## src/rtl/hazard_scoreboard_pkg.sv

```systemverilog
// Shared encodings for the hazard scoreboard: forward-mux selects,
// T_use/T_new limits and stage indices.
package hazard_scoreboard_pkg;

  // Forward-mux select encodings (D stage uses all four; E/M use a subset)
  localparam logic [1:0] FWD_GRF = 2'b00;
  localparam logic [1:0] FWD_W   = 2'b01;
  localparam logic [1:0] FWD_M   = 2'b10;
  localparam logic [1:0] FWD_E   = 2'b11;

  // T_use value meaning "operand not read"; largest T_new a producer can carry
  localparam int unsigned TUSE_NONE = 3;
  localparam int unsigned TNEW_MAX  = 2;

  // Tracked stages, nearest (youngest) first
  typedef enum logic [1:0] {
    STG_E = 2'd0,
    STG_M = 2'd1,
    STG_W = 2'd2
  } stage_e;

  localparam int NSTG = 3;

  // Map the stage holding the nearest ready producer to its forward select
  function automatic logic [1:0] stage_fwd(input logic [1:0] idx);
    logic [1:0] sel;
    case (stage_e'(idx))
      STG_E:   sel = FWD_E;
      STG_M:   sel = FWD_M;
      STG_W:   sel = FWD_W;
      default: sel = FWD_GRF;
    endcase
    return sel;
  endfunction

endpackage

```

## src/rtl/hazard_scoreboard_stage_reg.sv

```systemverilog
// One scoreboard entry {dst, tnew, rs, rt}. A bubble clears the entry;
// when DEC is set the captured tnew is one less than the incoming value,
// saturating at zero, so it tracks the producer moving one stage on.
module hz_stage_reg
  import hazard_scoreboard_pkg::*;
#(
  parameter int RA_W = 5,
  parameter int TN_W = 2,
  parameter bit DEC  = 1'b1
) (
  input  logic            clk,
  input  logic            reset,
  input  logic            bubble_i,
  input  logic [RA_W-1:0] dst_i,
  input  logic [TN_W-1:0] tnew_i,
  input  logic [RA_W-1:0] rs_i,
  input  logic [RA_W-1:0] rt_i,
  output logic [RA_W-1:0] dst_o,
  output logic [TN_W-1:0] tnew_o,
  output logic [RA_W-1:0] rs_o,
  output logic [RA_W-1:0] rt_o
);

  logic [RA_W-1:0] dst_q, rs_q, rt_q;
  logic [TN_W-1:0] tnew_q, tnew_d;

  // Saturating countdown of cycles until the producer's result exists
  always_comb begin
    tnew_d = tnew_i;
    if (DEC && tnew_i != '0) tnew_d = tnew_i - TN_W'(1);
  end

  // Entry register; reset and bubbles both leave an inert entry
  always_ff @(posedge clk or posedge reset) begin
    if (reset) begin
      dst_q  <= '0;
      tnew_q <= '0;
      rs_q   <= '0;
      rt_q   <= '0;
    end else if (bubble_i) begin
      dst_q  <= '0;
      tnew_q <= '0;
      rs_q   <= '0;
      rt_q   <= '0;
    end else begin
      dst_q  <= dst_i;
      tnew_q <= tnew_d;
      rs_q   <= rs_i;
      rt_q   <= rt_i;
    end
  end

  assign dst_o  = dst_q;
  assign tnew_o = tnew_q;
  assign rs_o   = rs_q;
  assign rt_o   = rt_q;

endmodule

```

## src/rtl/hazard_scoreboard.sv

```systemverilog
// Hazard scoreboard: tracks in-flight GPR writes in E/M/W and derives the
// D-stage stall plus D/E/M forward-mux selects. Nearest producer always
// wins; a select is only raised when that nearest producer is ready.
module hazard_scoreboard
  import hazard_scoreboard_pkg::*;
#(
  parameter int RA_W = 5,
  parameter int TN_W = 2
) (
  input  logic            clk,
  input  logic            reset,
  input  logic [RA_W-1:0] rs_d,
  input  logic [RA_W-1:0] rt_d,
  input  logic [TN_W-1:0] tuse_rs_d,
  input  logic [TN_W-1:0] tuse_rt_d,
  input  logic            we_d,
  input  logic [RA_W-1:0] dst_d,
  input  logic [TN_W-1:0] tnew_d,
  output logic            stall,
  output logic [1:0]      fwd_rs_d,
  output logic [1:0]      fwd_rt_d,
  output logic [1:0]      fwd_rs_e,
  output logic [1:0]      fwd_rt_e,
  output logic [1:0]      fwd_rt_m
);

  // Index 0 = E, 1 = M, 2 = W
  logic [NSTG-1:0][RA_W-1:0] dst_in, rs_in, rt_in;
  logic [NSTG-1:0][TN_W-1:0] tnew_in;
  logic [NSTG-1:0]           bub;
  logic [NSTG-1:0][RA_W-1:0] dst_q, rs_q, rt_q;
  logic [NSTG-1:0][TN_W-1:0] tnew_q;

  for (genvar g = 0; g < NSTG; g++) begin : g_stg
    if (g == 0) begin : g_head
      // E captures the D instruction, or a bubble while D is held
      assign dst_in[g]  = we_d ? dst_d : '0;
      assign tnew_in[g] = tnew_d;
      assign rs_in[g]   = rs_d;
      assign rt_in[g]   = rt_d;
      assign bub[g]     = stall;
    end else begin : g_tail
      // M and W advance unconditionally
      assign dst_in[g]  = dst_q[g-1];
      assign tnew_in[g] = tnew_q[g-1];
      assign rs_in[g]   = rs_q[g-1];
      assign rt_in[g]   = rt_q[g-1];
      assign bub[g]     = 1'b0;
    end

    hz_stage_reg #(
      .RA_W (RA_W),
      .TN_W (TN_W),
      .DEC  (g != 0)
    ) u_stg (
      .clk      (clk),
      .reset    (reset),
      .bubble_i (bub[g]),
      .dst_i    (dst_in[g]),
      .tnew_i   (tnew_in[g]),
      .rs_i     (rs_in[g]),
      .rt_i     (rt_in[g]),
      .dst_o    (dst_q[g]),
      .tnew_o   (tnew_q[g]),
      .rs_o     (rs_q[g]),
      .rt_o     (rt_q[g])
    );
  end

  // {hit, stage} of the nearest stage at or beyond lo writing r; $0 never hits
  function automatic logic [2:0] nearest(input logic [RA_W-1:0]           r,
                                         input logic [NSTG-1:0][RA_W-1:0] dst,
                                         input int                        lo);
    logic [2:0] res;
    res = '0;
    // Walk oldest to youngest so the youngest match overwrites older ones
    for (int s = NSTG - 1; s >= 0; s--) begin
      if (s >= lo && r != '0 && dst[s] == r) res = {1'b1, 2'(s)};
    end
    return res;
  endfunction

  // Select only when the nearest producer has its result in hand
  function automatic logic [1:0] fwd_sel(input logic [2:0]                hit,
                                         input logic [NSTG-1:0][TN_W-1:0] tn);
    logic [1:0] sel;
    sel = FWD_GRF;
    if (hit[2] && tn[hit[1:0]] == '0) sel = stage_fwd(hit[1:0]);
    return sel;
  endfunction

  logic [2:0] h_rs_d, h_rt_d, h_rs_e, h_rt_e, h_rt_m;
  logic       stall_rs, stall_rt;

  // Match, stall and forward decode, purely from state and D inputs
  always_comb begin
    h_rs_d   = nearest(rs_d,     dst_q, 0);
    h_rt_d   = nearest(rt_d,     dst_q, 0);
    h_rs_e   = nearest(rs_q[0],  dst_q, 1);
    h_rt_e   = nearest(rt_q[0],  dst_q, 1);
    h_rt_m   = nearest(rt_q[1],  dst_q, 2);
    stall_rs = h_rs_d[2] && (tnew_q[h_rs_d[1:0]] > tuse_rs_d);
    stall_rt = h_rt_d[2] && (tnew_q[h_rt_d[1:0]] > tuse_rt_d);
    stall    = stall_rs || stall_rt;
    fwd_rs_d = fwd_sel(h_rs_d, tnew_q);
    fwd_rt_d = fwd_sel(h_rt_d, tnew_q);
    fwd_rs_e = fwd_sel(h_rs_e, tnew_q);
    fwd_rt_e = fwd_sel(h_rt_e, tnew_q);
    fwd_rt_m = fwd_sel(h_rt_m, tnew_q);
  end

endmodule

```

## config.mk

```make
export PLATFORM = sky130hd
export DESIGN_NAME = hazard_scoreboard
export DESIGN_NICKNAME = d
export VERILOG_FILES = /design/src/rtl/hazard_scoreboard_pkg.sv /design/src/rtl/hazard_scoreboard_stage_reg.sv /design/src/rtl/hazard_scoreboard.sv
export SDC_FILE = /design/constraint.sdc
export NUM_CORES = 1
export LEC_CHECK = 0
export ABC_AREA = 1
export CORE_ASPECT_RATIO = 1.2
export CORE_UTILIZATION = 45
export DETAILED_ROUTE_END_ITERATION = 10
export DONT_BUFFER_PORTS = 1
export SYNTH_ARGS = -nofsm -noshare
export SYNTH_HDL_FRONTEND = slang
export SYNTH_SLANG_ARGS = --single-unit
```

## constraint.sdc

```tcl
create_clock -name clk -period 4.4 [get_ports clk]
set_input_delay 0.88 -clock clk [delete_from_list [all_inputs] [get_ports clk]]
set_output_delay 0.88 -clock clk [all_outputs]
set_load 0.1 [all_outputs]
```

# After elaboration in Yosys (flattened, before gate mapping)
# Index checks and enable logic that the tools add are counted.
word_totals:
  elab_cells: 113
  output_inout_bits: 11
  register_bits: 36
classes:
  reduce_logical: 36
  magnitude_cmp: 7
  n_mux: 38
  n_addsub: 2
  eq_ne: 21
ops:
  columns: ["op", "n"]
  rows:
  - ["== test 5 bit", 11]
  - ["two-way mux 3 bit", 11]
  - ["case mux 2 bit (3 select lines)", 5]
  - ["two-way mux 2 bit", 13]
  - ["nonzero test 5 bit", 5]
  - ["binary-select mux 2 bit (select 2 bit)", 5]
  - ["zero test 2 bit", 10]
  - ["two-way mux 5 bit", 4]
  - ["logical AND 1 bit", 18]
  - ["< comparator 2 x 3 -> 1 bit, second input constant", 5]
  - ["== test 2 x 1 -> 1 bit, second input constant", 5]
  - ["== test 2 bit, second input constant", 5]
  - ["greater-than comparator 2 bit", 2]
  - ["nonzero test 2 bit", 2]
  - ["subtractor 2 x 1 -> 2 bit, second input constant", 2]
  - ["logical OR 1 bit", 1]

# Depth between registers and ports, before layout
depth:
  ltp_word: 11
  mapped_depth: 20

# Modules after synthesis
# A second synthesis with hierarchy kept.
hier_totals:
  cells_unflattened: 437
  area_unflattened_um2: 3141.8
by_module_without_submodules:
  columns: ["module", "n_inst", "cells_each", "area_per_inst_um2"]
  rows:
  - ["hazard_scoreboard", 1, 273, 1385.1]
  - ["hz_stage_reg at g_stg[1].u_stg ...", 2, 55, 586.8]
  - ["hz_stage_reg at g_stg[0].u_stg", 1, 54, 583.1]

# Worst setup path after synthesis
# Ideal clock, no wire load.
synth_path:
  path_kind: "input port to output port"
  start: "in rt_d[2]"
  end: "out fwd_rt_d[0]"
  setup_slack_ns: 0.446
  n_path_buf: 1
  arrival_time_ns: 3.074
  cell_stages: 12
  path_cell_list: "buf_2 > nor2_1 > nand3_1 > nand2_1 > inv_1 > nand3_1 > nand3_1 > inv_1 > nand2_1 > nand2_1 > nand2_1 > nor2_1"
synth_between:
  elab_chain_len: 10
synth_lines:
  columns: ["element", "line_no", "text"]
  rows:
  - ["from (decl)", "hazard_scoreboard.sv:13", "input logic [RA_W-1:0] rt_d,"]
  - ["== test 5 bit / nonzero test 5 bit (equally long branches)", "hazard_scoreboard.sv:78", "if (s >= lo && r != '0 && dst[s] == r) res = {1'b1, 2'(s)};"]
  - ["logical AND 1 bit", "hazard_scoreboard.sv:78", null]
  - ["two-way mux 3 bit (2 in series)", "hazard_scoreboard.sv:78", null]
  - ["two-way mux 3 bit *", "hazard_scoreboard.sv:78", null]
  - ["binary-select mux 2 bit (select 2 bit)", "hazard_scoreboard.sv:88", "if (hit[2] && tn[hit[1:0]] == '0) sel = stage_fwd(hit[1:0]);"]
  - ["two-way mux 2 bit (implied by the code)", "hazard_scoreboard.sv:88", null]
  - ["zero test 2 bit", "hazard_scoreboard.sv:88", null]
  - ["logical AND 1 bit", "hazard_scoreboard.sv:88", null]
  - ["two-way mux 2 bit *", "hazard_scoreboard.sv:88", null]
  - ["to (decl)", "hazard_scoreboard.sv:21", "output logic [1:0] fwd_rt_d,"]
# Every way passes the cells marked *; elsewhere a longest branch is shown, timed or not. The select of a mux whose other input is x is not followed.

# Final worst setup path
layout_path:
  start: "reg g_stg[2].u_stg.dst_q[1]"
  end: "out stall"
layout_between:
  elab_chain_len: 10
layout_lines:
  columns: ["element", "line_no", "text"]
  rows:
  - ["from (decl)", "hazard_scoreboard_stage_reg.sv:24", "logic [RA_W-1:0] dst_q, rs_q, rt_q;"]
  - ["from (signal assigned)", "hazard_scoreboard_stage_reg.sv:46", "dst_q <= dst_i;"]
  - ["== test 5 bit", "hazard_scoreboard.sv:78", null]
  - ["logical AND 1 bit", "hazard_scoreboard.sv:78", null]
  - ["two-way mux 3 bit (3 in series)", "hazard_scoreboard.sv:78", null]
  - ["binary-select mux 2 bit (select 2 bit) (on tied branches)", "hazard_scoreboard.sv:102, hazard_scoreboard.sv:103", null]
  - ["two-way mux 2 bit (on tied branches)", "hazard_scoreboard.sv:102, hazard_scoreboard.sv:103", null]
  - ["greater-than comparator 2 bit (on tied branches)", "hazard_scoreboard.sv:102, hazard_scoreboard.sv:103", null]
  - ["logical AND 1 bit (on tied branches)", "hazard_scoreboard.sv:102, hazard_scoreboard.sv:103", null]
  - ["logical OR 1 bit *", "hazard_scoreboard.sv:104", "stall = stall_rs || stall_rt;"]
  - ["to (decl)", "hazard_scoreboard.sv:19", "output logic stall,"]
# Marks and branches as above.

==> summary.md <==
- complete, no violations — outcome
- 0.352 — Worst slew margin
- 0 — Final Hold Fails
- 4 — Buf+Inv Stages, Crit Path
- dfrtp_1 — area leader, netlist
- 28 — number of rows created at floorplan
- 30 — unique cell type count in the Yosys netlist
- 0 — hold_buf cts
- 1.00 — FFs w/ async S/R, synth
- 1970 — via count of the first global-routing pass
- 0 — antenna violations before repair
- 290 ps — Skew-Pair Late Insertion Delay
- 2620 um^2 — Finished Cell Area
- false — setup repair after global routing missed its margin
- 5280 um — routed wire length
- 4 — TritonRoute pass-1 iters
- 366 — Final #Nets
- 17 — Reg2Reg Depth
- 5530 um^2 — floorplan die area
- 498 — fill cell instance count of the final layout
- g_stg[0].u_stg.rt_o[1] — capture instance of the worst register-to-register path
- 18 — critical path fanouts, max
- flip-flop to flip-flop — path class of the lowest-slack min-delay path
- 1540 ps — worst setup slack for register-to-register paths
- 0.383 — proportion of synthesized chip area in sequential cells
- 0.142 — fraction of layout cells with a size suffix above 1
- 81.2 um — y dimension of the die
- 2350 um^2 — post-synthesis instance area
- 0.881 — Placer Congestion
- 80 ps — clock transition at the registers of the reported paths
- 0 ps — final sum of negative setup slack
- clkbuf_8 — root cell of the clock tree
- nand2_1 — most prevalent standard cell on the critical path
- 0 — setup violation total in the final timing report
- 901 um^2 — storage element area
- 16 — logic depth of the worst path, buffers included
- 4090 um — DP Wirelength
- 0.383 — share of the synthesized area in the top cell type
- 37 — largest net degree at the start of global routing
- 35 — number of top-level pins
- 0 — leftover overflow at the end of global routing
- 58 — number of DRC markers after the initial detailed-route iteration
- 0 — final slew viol count
- 0 — remaining number of nets flagged by the antenna check after routing
- 5 — TritonCTS buffer count
- 0.473 — Initial Utilization
- dfrtp_1 38%, nand2_1 16%, nor2_1 7.0% — largest cells by area after synthesis
- stall — last element of the critical path
- 0 — number of port buffers
- 0.865 — final worst-path cycle share
- 11.3% — Area growth, synth to finish
- 13.2 um — routed length per placed instance
- 7.09 um^2 — mean post-synth cell area
- flip-flop — critical path startpoint category
- 691 ps — Worst Setup Slack post-DPL
- 1220 um^2 — area occupied by multi-input gates
- 4.91 — vias per cell
- 976 ps — Worst Tran Pin Value
- 0.000214 V — Peak VDD IR
- 560 ps — largest stage delay on the critical path
- 4970 um^2 — core area
- built — TritonCTS clock tree
- 0.225 — global-route usage over all layers
- 36 — Yosys reg bits
- inv_1, nand2_1, nand2_1, nor2_1, nand2_1, nor2_1, nand3_1, inv_1, nand2_1, nand2_1, inv_1, ha_1, inv_1, o21bai_1, nand3_2, nand2_4 — critical-path cell list
- 360 — Syn Nets
- 0 — Residual DRC
- simple AND/OR/NAND/NOR gates — cell family with most CP delay
- g_stg[2].u_stg.dst_o[1] — reg-to-reg critical path startpoint
- 102 x nand2_1, 44 x nor2_1, 43 x inv_1 — cell types with the highest counts after synthesis
- 2 — maximum clock path buffer count
- primary output — kind of end point of the critical path
- 3520 ps — Data required, critical path
- 0 — number of warnings printed during yosys synthesis
- 1.40 nW — leakage power of the design
- 2 — Clock H-tree levels
- 0.929 mW — Overall Power
- flip-flop to primary output — critical path type
- 36 — number of sinks driven by the clock tree
- 0 — setup bufs post-CTS
- 0 — diodes inserted
- dfrtp_1 — most used flip-flop cell after synthesis
- 332 — synthesized netlist cell count
- 593 ps — Final WS setup
- 0 — number of resized instances in the post-cts repair step
- 1958 — via count of the routed design
- 0 — EDFF count, synth
- 68.0 um — Horiz. Die Dim
- 263 MHz — f_max
- nand2_1 — most frequent cell after synthesis
- 3810 ps — crit path time final
- 354 nW/um^2 — power density over the cells
- g_stg[2].u_stg.dst_o[1] — start point of the critical path
- 2930 ps — endpoint arrival time on the critical path
- 0 — Max Cap Viol
- 2510 um^2 — Placed Area
- dfrtp_1 — worst-path cell with the longest stage delay
- 0 — cell count of the worst hold path
- 9030 um — global-route wire length before repair
- 9.47 ps — Max Clock Skew
## state kept, by name (all words and copies together), names as in the netlist
name / flops
g_stg.u_stg.dst_o: 15
g_stg.u_stg.rs_o: 5
g_stg.u_stg.rt_o: 10
g_stg.u_stg.tnew_o: 6
## area by class of cell
cell class | count | share of cell area
Timing Repair Buffer | 8 | 0.0430
Sequential cell | 36 | 0.344
Inverter | 53 | 0.0759
Clock inverter | 3 | 0.0162
Tap cell | 60 | 0.0286
Multi-Input combinational cell | 234 | 0.466
Clock buffer | 5 | 0.0263
## logic make-up (layout without fill, tap and decap cells)
group / Yosys count / count (layout) / share of synthesized area
other: 1 / 1 / 0.00159
flip-flops: 36 / 36 / 0.383
buffers and inverters: 62 / 69 / 0.109
AO/OA/AOI/OAI: 14 / 14 / 0.0441
XOR/XNOR: 26 / 26 / 0.0967
adder cells (fa/ha/maj): 4 / 4 / 0.0213
AND/OR/NAND/NOR: 189 / 189 / 0.345
## per-stage QoR
step                       util  std cells  hold WS, ps
final                     0.527        399          431
after global routing      0.527        399          469
after CTS                 0.527        399          436
after detailed placement  0.505        391          419
after global placement    0.505        391          410
after floorplan               -        332          349
## cells in the final DEF, fill, tap and decap left out, types with 10 or more instances in the layout
| cell type | count |
|---|---|
| xor2_1 | 13 |
| nor2_1 | 40 |
| dfrtp_1 | 36 |
| nand3_1 | 17 |
| nand2_1 | 102 |
| xnor2_1 | 13 |
| inv_2 | 10 |
| inv_1 | 43 |
| nor2_2 | 11 |
## worst min path at each step
stage                                    to  slack, ps                    start
floorplan           g_stg[2].u_stg.dst_o[1]        350  g_stg[1].u_stg.dst_o[1]
global placement     g_stg[1].u_stg.rt_o[0]        410   g_stg[0].u_stg.rt_o[0]
detailed placement   g_stg[1].u_stg.rt_o[0]        420   g_stg[0].u_stg.rt_o[0]
CTS                  g_stg[1].u_stg.rt_o[0]        440   g_stg[0].u_stg.rt_o[0]
global route        g_stg[1].u_stg.dst_o[3]        470  g_stg[0].u_stg.dst_o[3]
finish               g_stg[1].u_stg.rt_o[0]        430   g_stg[0].u_stg.rt_o[0]
## per-layer routing
metal,share of wire,vias to the layer above,track usage
met4,0.029,0,0.0938
met2,0.49,58,0.377
met5,0,-,0
met1,0.44,876,0.276
li1,-,1012,-
met3,0.047,12,0.0463
## power breakdown
group          internal (mW)  switching [mW]
Clock                  0.168           0.122
Combinational         0.0803           0.151
Sequential             0.362          0.0465
Total                  0.610           0.319
No activity file was read; power rests on OpenSTA's default activity.
